### src/rtl/line_draw_sequencer.sv
// line_draw_sequencer: command front-end for the Bresenham line engine.
// Two requesters (host = port 0, shape decomposer = port 1) are arbitrated
// round-robin into a small command FIFO. A sequencer pops one command at a
// time and drives the engine's start / reset_buff / coordinate inputs until
// the engine reports done, or until a watchdog gives up on the command.
module line_draw_sequencer #(
    parameter int FIFO_DEPTH  = 4,
    parameter int COORD_W     = 8,
    parameter int TIMEOUT_CYC = 16384
) (
    input  logic                          clk,
    input  logic                          n_rst,
    input  logic                          req0_valid,
    output logic                          req0_ready,
    input  logic [4*COORD_W:0]            req0_cmd,
    input  logic                          req1_valid,
    output logic                          req1_ready,
    input  logic [4*COORD_W:0]            req1_cmd,
    output logic [COORD_W-1:0]            eng_x0,
    output logic [COORD_W-1:0]            eng_y0,
    output logic [COORD_W-1:0]            eng_x1,
    output logic [COORD_W-1:0]            eng_y1,
    output logic                          eng_start,
    output logic                          eng_reset_buff,
    input  logic                          eng_done,
    output logic                          busy,
    output logic [$clog2(FIFO_DEPTH):0]   fifo_count,
    output logic                          timeout_err
);

    localparam int CMD_W = 4*COORD_W + 1;
    localparam int PTR_W = $clog2(FIFO_DEPTH);
    localparam int CNT_W = PTR_W + 1;
    localparam int TO_W  = $clog2(TIMEOUT_CYC);
    localparam logic [CNT_W-1:0] FULL_COUNT = CNT_W'(FIFO_DEPTH);
    localparam logic [TO_W-1:0]  TO_LAST    = TO_W'(TIMEOUT_CYC - 1);

    typedef enum logic [2:0] {
        IDLE,
        ISSUE,
        WAIT_DONE,
        CLR_ASSERT,
        CLR_RELEASE,
        CLR_SETTLE
    } state_t;

    state_t               state;
    logic [CMD_W-1:0]     mem [FIFO_DEPTH];
    logic [PTR_W-1:0]     wr_ptr;
    logic [PTR_W-1:0]     rd_ptr;
    logic [CNT_W-1:0]     count;
    // 1 when port 1 won the most recent transfer, so port 0 is preferred next
    logic                 last_grant;
    logic [TO_W-1:0]      to_cnt;

    logic                 full;
    logic                 empty;
    logic                 grant0;
    logic                 grant1;
    logic                 push;
    logic                 pop;
    logic [CMD_W-1:0]     push_cmd;
    logic [CMD_W-1:0]     head;

    // Full uses the registered count, so a pop in this cycle never frees a slot early.
    assign full       = (count == FULL_COUNT);
    assign empty      = (count == '0);
    assign push       = grant0 | grant1;
    assign pop        = (state == IDLE) && !empty;
    assign push_cmd   = grant1 ? req1_cmd : req0_cmd;
    assign head       = mem[rd_ptr];
    assign req0_ready = grant0;
    assign req1_ready = grant1;
    assign fifo_count = count;
    assign busy       = (state != IDLE) || !empty;

    // Round-robin grant: a lone requester always wins, a tie goes to the port not served last.
    always_comb begin
        grant0 = 1'b0;
        grant1 = 1'b0;
        if (!full) begin
            if (req0_valid && (!req1_valid || last_grant)) begin
                grant0 = 1'b1;
            end else if (req1_valid) begin
                grant1 = 1'b1;
            end
        end
    end

    // Command storage; contents need no reset because the pointers define validity.
    always_ff @(posedge clk) begin
        if (push) begin
            mem[wr_ptr] <= push_cmd;
        end
    end

    // FIFO pointers, occupancy and the arbiter's last-winner memory.
    always_ff @(posedge clk or negedge n_rst) begin
        if (!n_rst) begin
            wr_ptr     <= '0;
            rd_ptr     <= '0;
            count      <= '0;
            last_grant <= 1'b1;
        end else begin
            if (push) begin
                wr_ptr     <= wr_ptr + 1'b1;
                last_grant <= grant1;
            end
            if (pop) begin
                rd_ptr <= rd_ptr + 1'b1;
            end
            case ({push, pop})
                2'b10:   count <= count + 1'b1;
                2'b01:   count <= count - 1'b1;
                default: count <= count;
            endcase
        end
    end

    // Sequencer: strobes are registered so each is high exactly while its state is current.
    always_ff @(posedge clk or negedge n_rst) begin
        if (!n_rst) begin
            state          <= IDLE;
            eng_start      <= 1'b0;
            eng_reset_buff <= 1'b0;
            eng_x0         <= '0;
            eng_y0         <= '0;
            eng_x1         <= '0;
            eng_y1         <= '0;
            to_cnt         <= '0;
            timeout_err    <= 1'b0;
        end else begin
            eng_start      <= 1'b0;
            eng_reset_buff <= 1'b0;
            case (state)
                IDLE: begin
                    if (!empty) begin
                        if (head[CMD_W-1]) begin
                            // Clear: coordinates are meaningless, keep the previous ones.
                            eng_reset_buff <= 1'b1;
                            state          <= CLR_ASSERT;
                        end else begin
                            eng_x0    <= head[4*COORD_W-1:3*COORD_W];
                            eng_y0    <= head[3*COORD_W-1:2*COORD_W];
                            eng_x1    <= head[2*COORD_W-1:COORD_W];
                            eng_y1    <= head[COORD_W-1:0];
                            eng_start <= 1'b1;
                            state     <= ISSUE;
                        end
                    end
                end
                ISSUE: begin
                    to_cnt <= '0;
                    state  <= WAIT_DONE;
                end
                WAIT_DONE: begin
                    if (eng_done) begin
                        state <= IDLE;
                    end else if (to_cnt == TO_LAST) begin
                        // Engine is stuck: drop the command and flag it until reset.
                        timeout_err <= 1'b1;
                        state       <= IDLE;
                    end else begin
                        to_cnt <= to_cnt + 1'b1;
                    end
                end
                CLR_ASSERT: begin
                    // The start pulse here only releases the engine from its clear state.
                    eng_start <= 1'b1;
                    state     <= CLR_RELEASE;
                end
                CLR_RELEASE: begin
                    state <= CLR_SETTLE;
                end
                CLR_SETTLE: begin
                    state <= IDLE;
                end
                default: begin
                    state <= IDLE;
                end
            endcase
        end
    end

endmodule
### config.mk
export PLATFORM = sky130hd
export DESIGN_NAME = line_draw_sequencer
export DESIGN_NICKNAME = d
export VERILOG_FILES = /design/src/rtl/line_draw_sequencer.sv
export SDC_FILE = /design/constraint.sdc
export NUM_CORES = 1
export LEC_CHECK = 0
export BUFFER_PORTS_ARGS = -buffer_cell sky130_fd_sc_hd__buf_2
export CAP_MARGIN = 20
export CORE_MARGIN = 1.5
export CORE_UTILIZATION = 45
export DETAILED_ROUTE_END_ITERATION = 10
export GPL_ROUTABILITY_DRIVEN = 0
export PLACE_DENSITY = 0.68
export RECOVER_POWER = 50
export SETUP_SLACK_MARGIN = 0.5
export SYNTH_ARGS = -nofsm -noshare
export SYNTH_HDL_FRONTEND = slang
export SYNTH_SLANG_ARGS = --single-unit
### constraint.sdc
create_clock -name clk -period 2.2 [get_ports clk]
set_clock_uncertainty 0.15 [all_clocks]
set_input_delay 0.11 -clock clk [delete_from_list [all_inputs] [get_ports clk]]
set_output_delay 0.11 -clock clk [all_outputs]
set_load 0.01 [all_outputs]
==> out/metrics.cfg, run 1 <==
[status]
status = finished with violations
violations = hold timing

[timing]
maxSlewViolCount = 0
relSlewSlack = 0.1613
tns_ps = 0
min_period_ps = 2104
worst_pin_slew_ps = 1258
fmax_mhz = 475.3
rsz0062_at_grt = true
finalSetupViolations = 0
hold-worst-slack_ps = -38.38
fin_crit_sh = 0.9563
hold_violations = 3

[synthesis]
synth-seq-area-share = 0.6924
synthFlopType = edfxtp_1
synth_common_cells = edfxtp_1, mux2_2, dfrtp_1
synth_area_leaders = edfxtp_1, dfrtp_1, mux4_2, mux2_2, ha_1
synthCells = 435
synth.top_cell.area_share = 0.5021
synth-edff-count = 132
syn_area_mm2 = 0.007895
yosys.area.top_type = edfxtp_1
ys_types = 57
synth.most_common_cell = edfxtp_1
syn_nets = 513
async_flop_share = 0.3125
synth-seq-cells = 192
post_synth.cell_area_avg_um2 = 18.15
ys_warn_count = 0

[floorplan]
fp.dieH_um = 135.5
num_io_pins = 112
die_w_um = 135.5
coreArea_mm2 = 0.01724
core.rowCount = 48
die-area_mm2 = 0.01835
start_util = 0.4580

[critical_path]
path_depth = 9
reg2reg_to = fifo_count[2]
worst_setup_path_end_kind = register
arrival_ps = 2270
r2r-start = fifo_count[1]
critical_path_required_ps = 2370
reg2reg_slack_ps = 100
start_kind = register
critPathKind = register to register
crit_end = fifo_count[2]
worst_path_largest_cell_delay_ps = 440
slowest_stage = dfrtp_1
cp_max_fo = 4
crit_buf_inv = 2
cp_cell_sequence = or3_4, nand2_4, inv_4, ha_4, inv_2, fa_2, xor2_1, nor2_1, xor2_1
reg2reg_depth = 9
cpMostUsedCell = xor2_1
cp_top_family = simple AND/OR/NAND/NOR gates
startpoint = fifo_count[1]

[global_routing]
grt_max_degree = 35
grt_pass1_vias = 5148
antenna_found_initial = 0
overflow = 0
track_usage = 0.2126
grt_pass1_wl_um = 28280

[route]
drc = 0
wl_per_cell_um = 20.46
drt_first_pass_iters = 5
postRouteAntennaNets = 0
vias_per_cell = 5.422
vias = 5086
drt_iter0_markers = 252
drt_wl_total_um = 19190

[power_and_ir_drop]
power.density_mw_per_mm2 = 1353
p_leak_nw = 4.581
p_total_mw = 15.36
peakVddDrop_v = 0.0007474

[placement]
placed_cell_area_mm2 = 0.009044
dpl.hpwl_um = 9399
port_buffers = 111

[clocking]
ctsHoldBuffers = 67
cts_tree = built
clockBufferDepth = 2
cts_made_buffers = 17
root_buffer = clkbuf_16
clk_pin_slew_ps = 80
htreeDepth = 4
clk-insertion-delay-late_ps = 440
clock_sinks = 192

[layout]
fillers = 1128
drive_above_1_share = 0.4741
finalNetCount = 778
final_cell_area_mm2 = 0.01135
area_growth_pct = 43.76
multi_input_area_mm2 = 0.002723
ff_latch_area_mm2 = 0.005474
antenna_cells = 0

[job]
maxCapViolations = 0

[min_path]
worst_hold_path_type = primary input to register

where the power goes:
| part | leakage, nW | internal, mW | switching (mW) |
|---|---|---|---|
| Sequential | 1.96 | 5.34 | 0.562 |
| Clock | 0.294 | 1.55 | 1.56 |
| Combinational | 2.33 | 3.45 | 2.88 |
state kept, by name, summed over array words and instances (netlist names):
name            flops
eng_x1              8
to_cnt             14
eng_y0              8
eng_reset_buff      1
mem               132
rd_ptr              2
eng_y1              8
timeout_err         1
last_grant          1
eng_start           1
eng_x0              8
state               3
fifo_count          3
wr_ptr              2
layout make-up:
type | instances | area share
Clock buffer | 17 | 0.03748
Clock inverter | 15 | 0.01654
Inverter | 12 | 0.004189
Multi-Input combinational cell | 214 | 0.2399
Sequential cell | 192 | 0.4823
Tap cell | 225 | 0.02480
Timing Repair Buffer | 263 | 0.1948
tightest hold or removal path: cells and delay by family:
| kind | cells | cell delay (ps) |
|---|---|---|
| compound gates | 2 | 200 |
| buf+inv | 2 | 230 |
timing repair:
item,4_1_cts,5_1_grt
cloned,8,6
pin swaps,16,14
resized for setup,52,33
hold endpoints to repair,193,3
buffers inserted,40,16
setup endpoints to repair,251,318
layer usage:
layer  part of all wire  global-route usage  up-vias  wire length (um)
met3              0.055             0.04153       30              1058
met2               0.51              0.3597      187              9706
li1                   -                   -     2263                 -
met5                  0                   0        -                 0
met4              0.021             0.07885        0               402
met1               0.42              0.2738     2606              8022
cells by family (layout without fill, tap and decap cells):
group,count (synthesis),in the layout,share of synthesized area
flip-flops,192,192,0.6924
multiplexers,101,101,0.1908
adder cells (fa/ha/maj),7,7,0.01204
buffers and inverters,31,307,0.01807
XOR/XNOR,6,6,0.006656
AO/OA/AOI/OAI,33,33,0.03106
AND/OR/NAND/NOR,65,67,0.04897
through the flow:
stage	instances	utilization	hold slack, ps	setup WS [ps]
after floorplan	435	-	-335.6	145.2
after global placement	769	0.5247	-36.36	160.6
after detailed placement	769	0.5247	-43.89	53.90
after CTS	916	0.6386	-18.26	153.2
after global routing	938	0.6585	-6.777	-13.35
final	938	0.6585	-38.38	96.16
layout by cell type (no fill, tap or decap), types with 3 or more instances in the layout:
master and instances:
and4_1 3, and2_4 6, inv_2 3, buf_6 22, buf_2 74, dfrtp_2 6, clkbuf_1 37, clkbuf_16 21
mux4_2 33, dfrtp_1 53, nor3_1 3, clkinv_8 5, xnor2_1 4, buf_4 43, mux2_4 65, o211ai_1 3
edfxtp_1 132, nor2_4 3, buf_12 6, dlygate4sd3_1 67, nand2_1 11, nor2_1 7, inv_1 8, buf_16 8
a31oi_1 8, inv_8 5, o21ai_0 4, nand3_1 5, ha_1 4
worst min path at each step:
stage	from	end	slack (ps)	cells past startpoint
3_3_place_gp	n_rst	eng_x1[3]	-40	1
2_1_floorplan	n_rst	eng_reset_buff	-340	0
4_1_cts	eng_done	to_cnt[4]	-20	4
3_5_place_dp	n_rst	eng_x1[3]	-40	1
5_1_grt	req0_valid	last_grant	-7	4
6_report	req0_valid	last_grant	-40	4
(Power assumes the default switching activity.)
==> inputs of run 2 (changes only) <==
--- a/config.mk
+++ b/config.mk
@@ -11,6 +11,7 @@
 export CORE_UTILIZATION = 45
 export DETAILED_ROUTE_END_ITERATION = 10
 export GPL_ROUTABILITY_DRIVEN = 0
+export HOLD_SLACK_MARGIN = 0.06
 export PLACE_DENSITY = 0.68
 export RECOVER_POWER = 50
 export SETUP_SLACK_MARGIN = 0.5
==> constraint.sdc (replaced) <==
create_clock -name clk -period 2.2 [get_ports clk]
set_clock_uncertainty 0.15 [all_clocks]
set_input_delay 0.11 -clock clk [delete_from_list [all_inputs] [get_ports clk]]
set_output_delay 0.11 -clock clk [all_outputs]
set_load 0.02 [all_outputs]
==> out/metrics.cfg, run 2 (synthesis results as in run 1) <==
[critical_path]
start_kind = register  ; unchanged
critical_path_required_ps = 2400  ; was 2370 ps
critPathKind = register to register  ; unchanged
cp_max_fo = 3  ; was 4
worst_setup_path_end_kind = register  ; unchanged
arrival_ps = 2270  ; about the same

[timing]
rsz0062_at_grt = true  ; unchanged
relSlewSlack = 0.02246  ; was 0.1613
min_period_ps = 2075  ; was 2104 ps
fmax_mhz = 482.0  ; was 475.3 MHz
hold-worst-slack_ps = 26.82  ; was -38.38 ps
tns_ps = 0  ; unchanged
fin_crit_sh = 0.9430  ; was 0.9563
finalSetupViolations = 0  ; unchanged
maxSlewViolCount = 0  ; unchanged
hold_violations = 0  ; was 3
worst_pin_slew_ps = 1466  ; was 1258 ps

[global_routing]
grt_max_degree = 61  ; was 35
grt_pass1_wl_um = 30050  ; was 28,280 um
overflow = 0  ; unchanged
grt_pass1_vias = 5470  ; was 5,148
track_usage = 0.2243  ; was 0.2126
antenna_found_initial = 0  ; unchanged

[route]
wl_per_cell_um = 21.06  ; was 20.46 um
postRouteAntennaNets = 0  ; unchanged
drt_first_pass_iters = 5  ; unchanged
vias_per_cell = 5.389  ; was 5.422
drt_wl_total_um = 20180  ; was 19,190 um
drt_iter0_markers = 456  ; was 252
drc = 0  ; unchanged
vias = 5163  ; was 5,086

[clocking]
root_buffer = clkbuf_16  ; unchanged
clk_pin_slew_ps = 70  ; was 80 ps
clk-insertion-delay-late_ps = 430  ; was 440 ps
clock_sinks = 192  ; unchanged
htreeDepth = 4  ; unchanged
ctsHoldBuffers = 67  ; unchanged
cts_tree = built  ; unchanged
cts_made_buffers = 17  ; unchanged
clockBufferDepth = 2  ; unchanged

[placement]
port_buffers = 111  ; unchanged
dpl.hpwl_um = 9470  ; was 9399 um
dpl.cell_count = 767  ; was 769

[layout]
top_regs = mem (132), to_cnt (14)  ; unchanged
largest-register = mem  ; unchanged
antenna_cells = 0  ; unchanged
final_cell_mix = edfxtp_1, buf_2, dlygate4sd3_1, mux2_4, dfrtp_1  ; unchanged
drive_above_1_share = 0.4884  ; was 0.4741
fin_util = 0.6737  ; was 0.6585
instances_no_fill = 958  ; was 938
area_growth_pct = 47.08  ; was 43.76%
largest_register_ff_count = 132  ; unchanged
finalNetCount = 798  ; was 778
final_common_cell = edfxtp_1  ; unchanged

[floorplan]
die-area_mm2 = 0.01835  ; unchanged
core.rowCount = 48  ; unchanged
coreArea_mm2 = 0.01724  ; unchanged
num_io_pins = 112  ; unchanged
die_w_um = 135.5  ; unchanged
start_util = 0.4580  ; unchanged
fp.dieH_um = 135.5  ; unchanged

[min_path]
worst_hold_path_type = primary input to register  ; unchanged

[power_and_ir_drop]
power.density_mw_per_mm2 = 1399  ; was 1353 mW/mm^2
p_leak_nw = 4.690  ; was 4.581 nW
peakVddDrop_v = 0.0007115  ; was 0.0007474 V
p_total_mw = 16.25  ; was 15.36 mW

[status]
status = complete, no violations  ; was finished with violations

[job]
maxCapViolations = 0  ; unchanged

-- run 2: layout make-up --
class                   count  area, um^2
fillers                  1107        5624
flip-flops and latches    192        5478
multi-input cells         218        2751
repair buffers            279        2485
clock buffers              18       439.2
well taps                 225       281.5
clock inverters            14       127.6
inverters                  12       50.05
-- run 2: critical path: stages, from the launching register on --
cell     delay (ps)
dfrtp_2         440
or3_4           410
nand2_4          90
inv_4            40
ha_4            150
buf_4           130
buf_4           130
xor2_1          150
nor2_1          140
xor2_1          160
-- run 2: where the power goes --
group | internal [mW] | switching (mW) | leakage (nW)
Combinational | 4.03 | 3.35 | 2.46
Clock | 1.52 | 1.45 | 0.274
Sequential | 5.35 | 0.550 | 1.95
-- run 2: what timing repair did --
| action | in CTS | in global routing |
|---|---|---|
| gates resized for setup | 80 | 23 |
| gates cloned | 12 | 3 |
| endpoints found under the setup margin | 317 | 320 |
| pin swaps | 23 | 11 |
| endpoints found under the hold margin | 193 | 1 |
| setup buffers | 58 | 19 |
-- run 2: worst paths after layout --
check,from,endpoint,slack (ps),cells past startpoint
min,eng_done,to_cnt[4],30,4
min reg2reg,timeout_err,timeout_err,320,1
min in group asynchronous,n_rst,eng_x1[3],510,3
max in group asynchronous,n_rst,fifo_count[2],390,3
max reg2reg,fifo_count[1],fifo_count[2],130,9
max,fifo_count[1],fifo_count[2],130,9
-- run 2: through the flow --
stage                     cell area, um^2  setup WS, ps
final                               11610         125.3
after global routing                11610         24.08
after CTS                           11340         183.8
after detailed placement             9017         44.25
after global placement               9017         126.9
after floorplan                      8175         145.2
-- run 2: per-layer routing --
layer	up-vias	global-route usage	part of all wire	wire length [um]
met2	174	0.3909	0.52	10430
met1	2660	0.2795	0.41	8336
met5	-	0	0	0
met4	0	0.08303	0.024	493
li1	2295	-	-	-
met3	34	0.04265	0.045	918
==> inputs of run 3 (changes only) <==
--- a/config.mk
+++ b/config.mk
@@ -10,10 +10,10 @@
 export CORE_MARGIN = 1.5
 export CORE_UTILIZATION = 45
 export DETAILED_ROUTE_END_ITERATION = 10
-export GPL_ROUTABILITY_DRIVEN = 0
 export HOLD_SLACK_MARGIN = 0.06
 export PLACE_DENSITY = 0.68
 export RECOVER_POWER = 50
+export REMOVE_ABC_BUFFERS = 1
 export SETUP_SLACK_MARGIN = 0.5
 export SYNTH_ARGS = -nofsm -noshare
 export SYNTH_HDL_FRONTEND = slang
==> constraint.sdc (replaced) <==
create_clock -name clk -period 1.7 [get_ports clk]
set_clock_uncertainty 0.15 [all_clocks]
set_input_delay 0.085 -clock clk [delete_from_list [all_inputs] [get_ports clk]]
set_output_delay 0.085 -clock clk [all_outputs]
set_load 0.02 [all_outputs]
==> out/metrics.cfg, run 3 (synthesis results as in run 1) <==
[status]
status = finished with violations  ; was complete, no violations
violations = setup timing

[placement]
placed_cell_area_mm2 = 0.009258  ; was 0.009017 mm^2
gp_congestion = 0.7671
port_buffers = 111  ; unchanged
dpl.hpwl_um = 10350  ; was 9470 um

[floorplan]
num_io_pins = 112  ; unchanged
die-area_mm2 = 0.01835  ; unchanged
start_util = 0.4580  ; unchanged
die_w_um = 135.5  ; unchanged
coreArea_mm2 = 0.01724  ; unchanged
core.rowCount = 48  ; unchanged
fp.dieH_um = 135.5  ; unchanged

[timing]
hold-worst-slack_ps = 33.71  ; was 26.82 ps
worst_pin_slew_ps = 972.9  ; was 1466 ps
relSlewSlack = 0.3514  ; was 0.02246
finalSetupViolations = 321  ; was 0
fin_crit_sh = 1.228
hold_violations = 0  ; unchanged
fmax_mhz = 479.2
rsz0062_at_grt = true  ; unchanged
setup_ws_ps = -386.9  ; was 125.3 ps
maxSlewViolCount = 0  ; unchanged
min_period_ps = 2087

[critical_path]
worst_path_largest_cell_delay_ps = 530  ; was 440 ps
slowest_stage = dfstp_2  ; was dfrtp_2
startpoint = last_grant  ; was fifo_count[1]
reg2reg_to = fifo_count[2]  ; unchanged
r2r-start = state[2]  ; was fifo_count[1]
worst_setup_path_end_kind = primary output  ; was register
reg2reg_depth = 9  ; unchanged
cp_cell_sequence = inv_2, o211ai_1, buf_4, clkbuf_16, inv_1, buf_6  ; was or3_4, nand2_4, inv_4, ha_4, buf_4, buf_4, xor2_1, nor2_1, xor2_1
start_kind = register  ; unchanged
reg2reg_slack_ps = -390  ; was 130 ps
arrival_ps = 1850  ; was 2270 ps
critPathKind = register to primary output  ; was register to register
critical_path_required_ps = 1460  ; was 2400 ps
crit_buf_inv = 5  ; was 3
cp_max_fo = 9  ; was 3
cp_top_family = buffers and inverters  ; was simple AND/OR/NAND/NOR gates

[power_and_ir_drop]
p_sw_mw = 7.646  ; was 5.351 mW
p_int_mw = 16.22  ; was 10.90 mW
power.density_mw_per_mm2 = 1893  ; was 1399 mW/mm^2
power_frac_clock = 0.171  ; was 0.183
pwr-share-seq = 0.322  ; was 0.363
combinationalPowerShare = 0.507  ; was 0.454
peakVddDrop_v = 0.0009649  ; was 0.0007115 V
p_leak_nw = 5.259  ; was 4.690 nW
switching_share = 0.3204  ; was 0.3294

[route]
vias = 5564  ; was 5,163
drc = 0  ; unchanged
vias_per_cell = 5.514  ; was 5.389
drt_iter0_markers = 470  ; was 456
drt_first_pass_iters = 5  ; unchanged
postRouteAntennaNets = 0  ; unchanged
drt_wl_total_um = 23840  ; was 20,180 um
wl_per_cell_um = 23.62  ; was 21.06 um

[job]
maxCapViolations = 0  ; unchanged

[layout]
largest-register = mem  ; unchanged
area_growth_pct = 59.70  ; was 47.08%
drive_above_1_share = 0.5727  ; was 0.4884
largest_register_ff_count = 132  ; unchanged
finalNetCount = 849  ; was 798
final_cell_area_mm2 = 0.01261  ; was 0.01161 mm^2
antenna_cells = 0  ; unchanged
fin_util = 0.7315  ; was 0.6737
final_common_cell = edfxtp_1  ; unchanged
fillers = 954  ; was 1,107
final_cell_mix = edfxtp_1, buf_4, buf_6, buf_2, dlygate4sd3_1  ; was edfxtp_1, buf_2, dlygate4sd3_1, mux2_4, dfrtp_1
top_regs = mem (132), to_cnt (14)  ; unchanged

[clocking]
clk-insertion-delay-late_ps = 440  ; was 430 ps
clock_sinks = 192  ; unchanged
cts_made_buffers = 17  ; unchanged
clk_pin_slew_ps = 70  ; about the same
cts_tree = built  ; unchanged
htreeDepth = 4  ; unchanged
clockBufferDepth = 2  ; unchanged
root_buffer = clkbuf_16  ; unchanged
ctsHoldBuffers = 67  ; unchanged

[min_path]
worst_hold_path_type = primary input to register  ; unchanged
hold_start = eng_done  ; unchanged
hold_depth = 4  ; unchanged
hold_end = to_cnt[3]  ; was to_cnt[4]

[global_routing]
track_usage = 0.2599  ; was 0.2243
overflow = 0  ; unchanged
grt_pass1_wl_um = 33970  ; was 30,050 um
grt_pass1_vias = 5789  ; was 5,470
antenna_found_initial = 0  ; unchanged
grt_max_degree = 61  ; unchanged

run 3: cell types whose count changed in the layout (fill, tap and decap cells not counted), sizes merged:
cell | previous run | this run
clkinvlp | 2 | 3
and2 | 12 | 6
inv | 18 | 14
bufbuf | 2 | 0
bufinv | 0 | 3
clkbuf | 58 | 21
buf | 170 | 265
clkinv | 6 | 7
run 3: power by group through the flow:
stage / Combinational, mW / Sequential [mW] / Clock, mW
detailed placement: 6.86 / 7.57 / 0
global placement: 6.68 / 7.49 / 0
CTS: 10.3 / 7.54 / 4.06
floorplan: 3.24 / 8.32 / 0
finish: 12.1 / 7.69 / 4.08
global route: 12.6 / 7.81 / 4.31
run 3: worst max path at each step:
| stage | to | slack (ps) | cells after the start |
|---|---|---|---|
| after floorplan | eng_x0[0] | -2010 | 3 |
| after global placement | fifo_count[2] | -320 | 9 |
| after detailed placement | fifo_count[2] | -410 | 9 |
| after CTS | fifo_count[2] | -320 | 10 |
| after global routing | fifo_count[2] | -470 | 10 |
| final | req1_ready | -390 | 6 |
run 3: final cells by class:
cell class                 count  area [um^2]  share of cell area
multi-input combinational    212         2769              0.2196
sequential                   192         5470              0.4339
clock buffer                  17        425.4             0.03374
tap                          225        281.5             0.02233
clock inverter                15        165.2             0.01310
inverter                      12        47.55            0.003771
timing repair buffer         336         3450              0.2736
run 3: what timing repair did:
action	in CTS	in global routing
resized for setup	150	119
endpoints found under the hold margin	197	1
gates cloned	19	2
endpoints found under the setup margin	361	365
setup buffers	41	33
pin swaps	31	17
run 3: tightest hold or removal path: stages:
cell and delay [ps]:
buf_2 100, or4b_4 200, o31a_1 150, a31oi_2 40
run 3: through the flow:
stage | worst slack [ps] | cells | setup TNS (ps) | total power [mW]
2_1_floorplan | -2005 | 416 | -339970 | 11.57
3_3_place_gp | -318.4 | 815 | -38330 | 14.17
3_5_place_dp | -410.6 | 815 | -50910 | 14.43
4_1_cts | -318.0 | 974 | -54120 | 21.91
5_1_grt | -466.3 | 1009 | -95170 | 24.76
6_report | -386.9 | 1009 | -83490 | 23.87
run 3: layer usage:
layer  track usage  wire, um  vias up
li1              -         -     2387
met1        0.3198      9234     2917
met2        0.4507     12640      218
met3       0.05275      1374       42
met4        0.1051       592        0
met5             0         0        -
